File: src/rtl/la_capture_core.sv
// Embedded logic-analyser capture engine: pre-trigger history, masked trigger
// detection (match/rising/falling/change) and rotated readback of a DEPTH-entry buffer.
module la_capture_core #(
  parameter int unsigned DATA_W = 8,
  parameter int unsigned TRIG_W = 4,
  parameter int unsigned DEPTH  = 256,
  parameter int unsigned ADDR_W = $clog2(DEPTH)
) (
  input  logic              sys_clk,
  input  logic              rst_i,
  input  logic              arm_i,
  input  logic              abort_i,
  input  logic [1:0]        trig_mode_i,
  input  logic [TRIG_W-1:0] trig_value_i,
  input  logic [TRIG_W-1:0] trig_mask_i,
  input  logic [ADDR_W-1:0] pretrig_i,
  input  logic [TRIG_W-1:0] trig_i,
  input  logic [DATA_W-1:0] data_i,
  input  logic [ADDR_W-1:0] rd_addr_i,
  output logic [DATA_W-1:0] rd_data_o,
  output logic [2:0]        state_o,
  output logic              triggered_o,
  output logic              done_o,
  output logic [ADDR_W-1:0] trig_addr_o
);

  localparam logic [ADDR_W-1:0] LP_MAX_IDX = ADDR_W'(DEPTH - 1);
  localparam logic [1:0] MODE_MATCH  = 2'd0;
  localparam logic [1:0] MODE_RISE   = 2'd1;
  localparam logic [1:0] MODE_FALL   = 2'd2;
  localparam logic [1:0] MODE_CHANGE = 2'd3;

  typedef enum logic [2:0] {
    S_IDLE = 3'd0,
    S_PRE  = 3'd1,
    S_WAIT = 3'd2,
    S_POST = 3'd3,
    S_DONE = 3'd4
  } state_t;

  state_t              r_state, w_next;
  logic [1:0]          r_mode;
  logic [TRIG_W-1:0]   r_value, r_mask, r_trig_prev;
  logic [ADDR_W-1:0]   r_pretrig, r_wr_ptr, r_cnt, r_trig_addr;
  logic                r_m_prev, r_triggered, r_done;
  logic [DATA_W-1:0]   r_rd_data;
  logic [DATA_W-1:0]   r_buf [DEPTH];

  logic                w_m, w_m_arm, w_chg, w_hit, w_arm_ok, w_wr_en;
  logic [ADDR_W-1:0]   w_pretrig_clamp, w_post_len, w_rd_phys;

  // Clamp only bites when DEPTH is not a power of two.
  assign w_pretrig_clamp = ({1'b0, pretrig_i} > {1'b0, LP_MAX_IDX}) ? LP_MAX_IDX : pretrig_i;
  assign w_m        = ((trig_i ^ r_value) & r_mask) == '0;
  assign w_m_arm    = ((trig_i ^ trig_value_i) & trig_mask_i) == '0;
  assign w_chg      = |((trig_i ^ r_trig_prev) & r_mask);
  assign w_post_len = LP_MAX_IDX - r_pretrig;
  assign w_arm_ok   = arm_i && !abort_i && (r_state == S_IDLE || r_state == S_DONE);
  assign w_wr_en    = (r_state == S_PRE) || (r_state == S_WAIT) || (r_state == S_POST);
  assign w_rd_phys  = r_trig_addr - r_pretrig + rd_addr_i;

  always_comb begin
    w_hit = 1'b0;
    case (r_mode)
      MODE_MATCH:  w_hit = w_m;
      MODE_RISE:   w_hit = w_m && !r_m_prev;
      MODE_FALL:   w_hit = !w_m && r_m_prev;
      MODE_CHANGE: w_hit = w_chg;
      default:     w_hit = 1'b0;
    endcase
  end

  always_ff @(posedge sys_clk or posedge rst_i) begin
    if (rst_i) r_state <= S_IDLE;
    else       r_state <= w_next;
  end

  always_comb begin
    w_next = r_state;
    if (abort_i) begin
      w_next = S_IDLE;
    end else begin
      case (r_state)
        S_IDLE, S_DONE: if (arm_i) w_next = (w_pretrig_clamp != '0) ? S_PRE : S_WAIT;
        S_PRE:          if (r_cnt == r_pretrig - ADDR_W'(1)) w_next = S_WAIT;
        S_WAIT:         if (w_hit) w_next = (w_post_len == '0) ? S_DONE : S_POST;
        S_POST:         if (r_cnt == ADDR_W'(1)) w_next = S_DONE;
        default:        w_next = S_IDLE;
      endcase
    end
  end

  always_ff @(posedge sys_clk or posedge rst_i) begin
    if (rst_i) begin
      r_mode      <= '0;
      r_value     <= '0;
      r_mask      <= '0;
      r_pretrig   <= '0;
      r_trig_prev <= '0;
      r_m_prev    <= 1'b0;
      r_wr_ptr    <= '0;
      r_cnt       <= '0;
      r_trig_addr <= '0;
      r_triggered <= 1'b0;
      r_done      <= 1'b0;
      r_rd_data   <= '0;
    end else begin
      r_trig_prev <= trig_i;
      // On arm, seed m_prev from the new compare so rising/falling see a clean history.
      r_m_prev    <= w_arm_ok ? w_m_arm : w_m;
      r_rd_data   <= r_buf[w_rd_phys];
      if (abort_i) begin
        r_triggered <= 1'b0;
        r_done      <= 1'b0;
      end else if (w_arm_ok) begin
        r_mode      <= trig_mode_i;
        r_value     <= trig_value_i;
        r_mask      <= trig_mask_i;
        r_pretrig   <= w_pretrig_clamp;
        r_wr_ptr    <= '0;
        r_cnt       <= '0;
        r_triggered <= 1'b0;
        r_done      <= 1'b0;
      end else begin
        if (w_wr_en) r_wr_ptr <= r_wr_ptr + ADDR_W'(1);
        case (r_state)
          S_PRE: r_cnt <= r_cnt + ADDR_W'(1);
          S_WAIT: begin
            if (w_hit) begin
              r_trig_addr <= r_wr_ptr;
              r_triggered <= 1'b1;
              r_cnt       <= w_post_len;
            end
          end
          S_POST:  r_cnt <= r_cnt - ADDR_W'(1);
          default: ;
        endcase
        if (r_state != S_DONE && w_next == S_DONE) r_done <= 1'b1;
      end
    end
  end

  // Buffer RAM is intentionally not reset.
  always_ff @(posedge sys_clk) begin
    if (w_wr_en) r_buf[r_wr_ptr] <= data_i;
  end

  assign rd_data_o   = r_rd_data;
  assign state_o     = r_state;
  assign triggered_o = r_triggered;
  assign done_o      = r_done;
  assign trig_addr_o = r_trig_addr;

endmodule

File: config.mk
export PLATFORM = sky130hd
export DESIGN_NAME = la_capture_core
export DESIGN_NICKNAME = d
export VERILOG_FILES = /design/src/rtl/la_capture_core.sv
export SDC_FILE = /design/constraint.sdc
export NUM_CORES = 2
export LEC_CHECK = 0
export ABC_CLOCK_PERIOD_IN_PS = 7600
export CAP_MARGIN = 10
export CORE_MARGIN = 3
export CORE_UTILIZATION = 27
export DETAILED_ROUTE_END_ITERATION = 8
export GPL_TIMING_DRIVEN = 0
export SLEW_MARGIN = 20
export SYNTH_ARGS = -nofsm -noshare
export SYNTH_HDL_FRONTEND = slang
export SYNTH_SLANG_ARGS = --single-unit
File: constraint.sdc
create_clock -name sys_clk -period 7.6 [get_ports sys_clk]
set_clock_uncertainty 0.05 [all_clocks]
set_input_delay 1.14 -clock sys_clk [delete_from_list [all_inputs] [get_ports sys_clk]]
set_output_delay 1.14 -clock sys_clk [all_outputs]
set_load 0.005 [all_outputs]
# Yosys cells after proc, flatten, opt, wreduce, memory -nomap -nowiden
# Memories as Yosys holds them, arrays and structs flattened. A register that Yosys moved wholly into a read port is not among the register bits.
# Index checks and enable logic that the tools add are counted.
[classes]
bitwise_logic = 8
muxes = 24
eq_ne = 12
addsub = 7
reduce_logical = 29
[op_table]
columns = ["op", "count"]
rows = [
  ["8-bit 2-to-1 mux", 4],
  ["8-bit one-hot mux with 3 select lines", 1],
  ["3-bit 2-to-1 mux", 6],
  ["8-bit by 1-bit adder with 8-bit output (second input constant)", 2],
  ["8-bit by 1-bit subtractor with 8-bit output (second input constant)", 2],
  ["4-bit AND", 3],
  ["3-bit one-hot mux with 4 select lines", 1],
  ["4-bit XOR", 3],
  ["1-bit 2-to-1 mux", 10],
  ["3-bit nonzero test", 3],
  ["8-bit adder", 1],
  ["8-bit by 1-bit equality test with 1-bit output (second input constant)", 1],
  ["8-bit equality test", 1],
  ["4-bit logical NOT", 2],
  ["8-bit logical NOT", 1],
  ["8-bit nonzero test", 1],
  ["8-bit subtractor", 1],
  ["8-bit subtractor (first input constant)", 1],
  ["3-bit by 2-bit equality test with 1-bit output (second input constant)", 2],
  ["3-bit equality test (second input constant)", 2],
  ["3-bit inequality test (second input constant)", 2],
  ["2-bit AND reduction", 3],
  ["1-bit logical AND", 5],
  ["2-bit equality test (second input constant)", 2],
  ["other kinds (15)", 20],
]
[totals]
elab_cells = 93
memories = 1
reg_bits = 52
output_inout_bits = 21
mem_bits_rw = 2048
[memory_table]
columns = ["memory", "words", "width", "rd", "rd_ports_with_merged_regs", "write_ports", "line", "source"]
rows = [
  ["r_buf", 256, 8, 1, 1, 1, "47", "logic [DATA_W-1:0] r_buf [DEPTH];"],
]

# Logic depth before layout (Yosys ltp)
[depth]
depth_word = 14
mapped_depth = 16
depth_no_buf = 12

# Worst setup path after synthesis
# Ideal clock, no wire load.
[synth_timing]
kind = "input-to-reg"
from = "input port rd_addr_i[1]"
to = "register r_rd_data[6], in the netlist rd_data_o[6], read port of r_buf"
slack_ps = 3278
cell_stages = 13
setup_ps = 138
t_arrival_ps = 4134
required_ps = 7412
path_cell_list = "inv_1 fa_1 inv_1 fa_1 buf_4 buf_4 clkbuf_1 buf_2 mux4_2 mux2i_1 o211ai_1 a2111oi_0 a31oi_1"
[synth_via]
elab_chain_cells = 1
[synth_rtl]
columns = ["element", "line", "source"]
rows = [
  ["start: declaration", "19", "input logic [ADDR_W-1:0] rd_addr_i,"],
  ["8-bit adder", "60", "assign w_rd_phys = r_trig_addr - r_pretrig + rd_addr_i;"],
  ["end: declaration", "46", "logic [DATA_W-1:0] r_rd_data;"],
]
# No other way between the ends.
# A chain may end at the register's enable or synchronous reset.

# Worst setup path in the final report
# Same ends and word-level chain as after synthesis.

==> impl_results.md <==
* RSZ-0062 raised after global routing: no
* Mapped Cells at 4,323
* Worst hold slack at 0.468 ns
* GRT overflow at 0
* Nets@finish at 4,696
* Final hold vios at 0
* Register area share after synthesis at 74.8%
* CP Launch Type: input pin
* Outcome: finished, final reports clean
* Area Growth Syn to Fin at 16.0%
* Post-CTS Setup Repair Bufs at 0
* Wire per inst at 28.3 um
* Hold Buf Count CTS at 0
* DRC Markers at 0
* Max Cap Violations at 0
* H-tree depth at 4
* Setup CP Type: input pin to flip-flop
* Largest net degree at the start of global routing at 121
* Layout cell share with drive strength beyond 1 at 22.2%
* CP Max Fanout at 10
* Crit path required time at 8.21 ns
* Die Wd at 564 um
* Vias in the first global route at 44,800
* Worst hold path type: flip-flop to flip-flop
* Clk slew on worst S/H paths at 0.06 ns
* Crit share post-route at 85.0%
* Yosys cell types at 69
* DR pass1 iterations at 6
* Mapped cell area at 0.0842 mm^2
* Hpwl dp at 173,000 um
* Die H at 564 um
* Static leakage at 30.2 nW
* Worst Max-Slew Pin Slew at 1.24 ns
* GPL Wtd Cong at 0.918
* Multi-input gate area at 0.0196 mm^2
* FILL cells at 29,500
* Headroom to the max-slew limit at 17.4%
* Root buffer selected by CTS: clkbuf_16
* Post-route setup slack at 1.14 ns
* Port buffer count at 61
* Max VDD drop at 0.227 mV
* Gr usage total at 15.5%
* Yosys warns at 0
* Register bit total from synthesis at 2,108
* Post-cts resize count at 0
* Clock Tree Buf Depth at 3
* Clock Sinks at 2,108
* Top_reg_cell synth: edfxtp_1
* Total Routed Length at 253,000 um
* Number of I/O pins at 63
* Final setup fails at 0
* Max frequency at 155 MHz
* Vias per cell at 5.08
* FF/Latch Area at 0.0630 mm^2
* PwrDens at 367 mW/mm^2
* Number of routed nets with antenna violations at 0
* Mean Syn Cell Area at 19.5 um^2
* Total number of vias at 45,400
* CORE AREA at 0.310 mm^2
* Number of flops mapped to enable cells by yosys at 2,048
* Row Count at 204
* Global-route wire length before repair at 352,000 um
* Min Tclk post-route at 6.46 ns
* Initial antenna violation count at 15
* Ys async rst share at 2.85%
* Final Max Tran Viols at 0
* Cts bufs inserted at 208
* Pre-CTS WS at 0.319 ns
* Worst Setup End Kind: flip-flop
* WP data arrival at 7.07 ns
* CTS tree: built
* Total die area at 0.319 mm^2
* Starting Density at 27.2%
* Final Power at 35.8 mW
* DRT iter0 DRCs at 6,381
* Mapped Nets at 4,389
* Clock latency on the worst-skew pair at 0.84 ns
==> final timing paths <==
kind | startpoint | end | slack, ns | depth (start not counted)
setup / recovery | rd_addr_i[1] | rd_data_o[6]$_DFF_PP0_ | 1.14 | 13
hold / removal | triggered_o$_DFFE_PP0P_ | triggered_o$_DFFE_PP0P_ | 0.47 | 2
setup reg to reg | r_pretrig[0]$_DFFE_PP0P_ | rd_data_o[6]$_DFF_PP0_ | 1.43 | 12
hold reg to reg | triggered_o$_DFFE_PP0P_ | triggered_o$_DFFE_PP0P_ | 0.47 | 2
max in group asynchronous | rst_i | r_cnt[7]$_DFFE_PP0P_ | 6.39 | 3
min in group asynchronous | rst_i | rd_data_o[1]$_DFF_PP0_ | 0.52 | 2
==> metrics by stage <==
stage | setup TNS [ns] | util (%) | instances | cell area, um^2
4_1_cts | 0 | 31.5 | 8928 | 97600
6_report | 0 | 31.5 | 8941 | 97600
3_5_place_dp | 0 | 29.4 | 8540 | 91000
5_1_grt | 0 | 31.5 | 8931 | 97600
3_3_place_gp | -5023.34 | 29.1 | 8504 | 90000
2_1_floorplan | 0 | - | 4323 | 84200
==> layout make-up <==
| class | instances | share of cell area [%] |
|---|---|---|
| sequential | 2108 | 64.5 |
| antenna | 13 | 0.0333 |
| multi-input combinational | 1896 | 20.1 |
| inverter | 42 | 0.164 |
| tap | 4120 | 5.28 |
| timing repair buffer | 97 | 1.62 |
| buffer | 277 | 1.52 |
| clock buffer | 269 | 5.67 |
| clock inverter | 119 | 1.12 |
==> sequential cells by signal, indices dropped and copies added (netlist names), 2 cells and up <==
name         flops
state_o          3
rd_data_o        8
r_wr_ptr         8
r_value          4
r_mask           4
r_trig_prev      4
r_buf         2048
r_cnt            8
r_pretrig        8
r_mode           2
trig_addr_o      8
==> worst max-delay path, cell delays in order <==
cell	delay, ns
clkdlybuf4s50_1	0.47
inv_1	0.08
fa_1	0.57
inv_1	0.08
fa_1	0.47
xor2_1	0.82
clkbuf_1	0.77
clkbuf_1	0.91
nand2_1	0.12
nand3_1	0.16
a311oi_1	0.29
a311o_1	0.48
a31oi_1	0.68
==> placed cells by master (no fill, tap or decap), drive strengths merged, types with 9 or more instances in the layout <==
cell type	n
clkinv	94
nor2b	11
a2111oi	18
mux2	29
o32ai	14
nand3	33
a211oi	36
mux4	519
nor2	308
nand2	367
xor2	26
inv	49
nand4	12
a221oi	52
and3	29
a311oi	20
nor4	16
a31oi	71
bufinv	11
mux2i	37
o31ai	10
o21ai	43
nor3	20
and2	69
a21oi	34
dfrtp	60
diode	13
clkdlybuf4s50	53
clkbuf	394
o211ai	10
o2111ai	9
edfxtp	2048
ha	17
buf	195
==> metal layers <==
metal,GRT usage [%],share of wire (%),routed length (um)
met5,0,0.0059,15
met3,4.34,10,26300
met1,20.5,39,98800
met2,24.5,47,118000
met4,5.73,3.9,9810
==> power by group <==
group / internal [mW] / switching [mW] / total (mW)
clock: 5.55 / 4.50 / 10.1
sequential: 12.8 / 0.0898 / 12.9
combinational: 4.22 / 8.66 / 12.9
==> synthesized netlist by cell type (all sizes together) (3+ instances only) <==
cell type / n / area [um^2]
and2: 69 / 432
and3: 29 / 181
o221a: 7 / 78.8
o21ai: 43 / 215
o221ai: 8 / 70.1
a221oi: 52 / 455
xnor2: 8 / 70.1
inv: 42 / 158
nand2: 367 / 1380
nand4: 12 / 75.1
o32ai: 14 / 123
nor4: 16 / 115
mux4: 519 / 11700
mux2: 29 / 327
dfrtp: 60 / 1500
o2111ai: 9 / 78.8
o31ai: 10 / 75.1
a2111oi: 18 / 164
edfxtp: 2048 / 61500
a311oi: 20 / 175
o22a: 8 / 70.1
o211ai: 10 / 75.1
buf: 152 / 985
a22o: 3 / 26.3
nand3: 33 / 165
xor2: 26 / 228
clkbuf: 125 / 469
a211oi: 36 / 285
mux2i: 37 / 370
nor3: 20 / 100
nor2: 308 / 1160
a41oi: 7 / 61.3
ha: 17 / 213
a21oi: 34 / 170
a22oi: 5 / 37.5
or2: 5 / 31.3
a31oi: 71 / 444
fa: 7 / 140
nor2b: 11 / 68.8
o21a: 3 / 22.5
==> logic make-up (layout without fill, tap and decap cells) <==
kind of cell | Yosys count | after routing | synth area share (%)
buffers and inverters | 319 | 804 | 1.91
and+or+nand+nor | 876 | 876 | 4.46
xor gates and xnor gates | 34 | 34 | 0.354
DFF | 2108 | 2108 | 74.8
muxes | 585 | 585 | 14.7
AOI/OAI and AO/OA | 377 | 377 | 3.32
other | 0 | 13 | 0
adders and majority gates | 24 | 24 | 0.419
No activity file was read; power rests on OpenSTA's default activity.
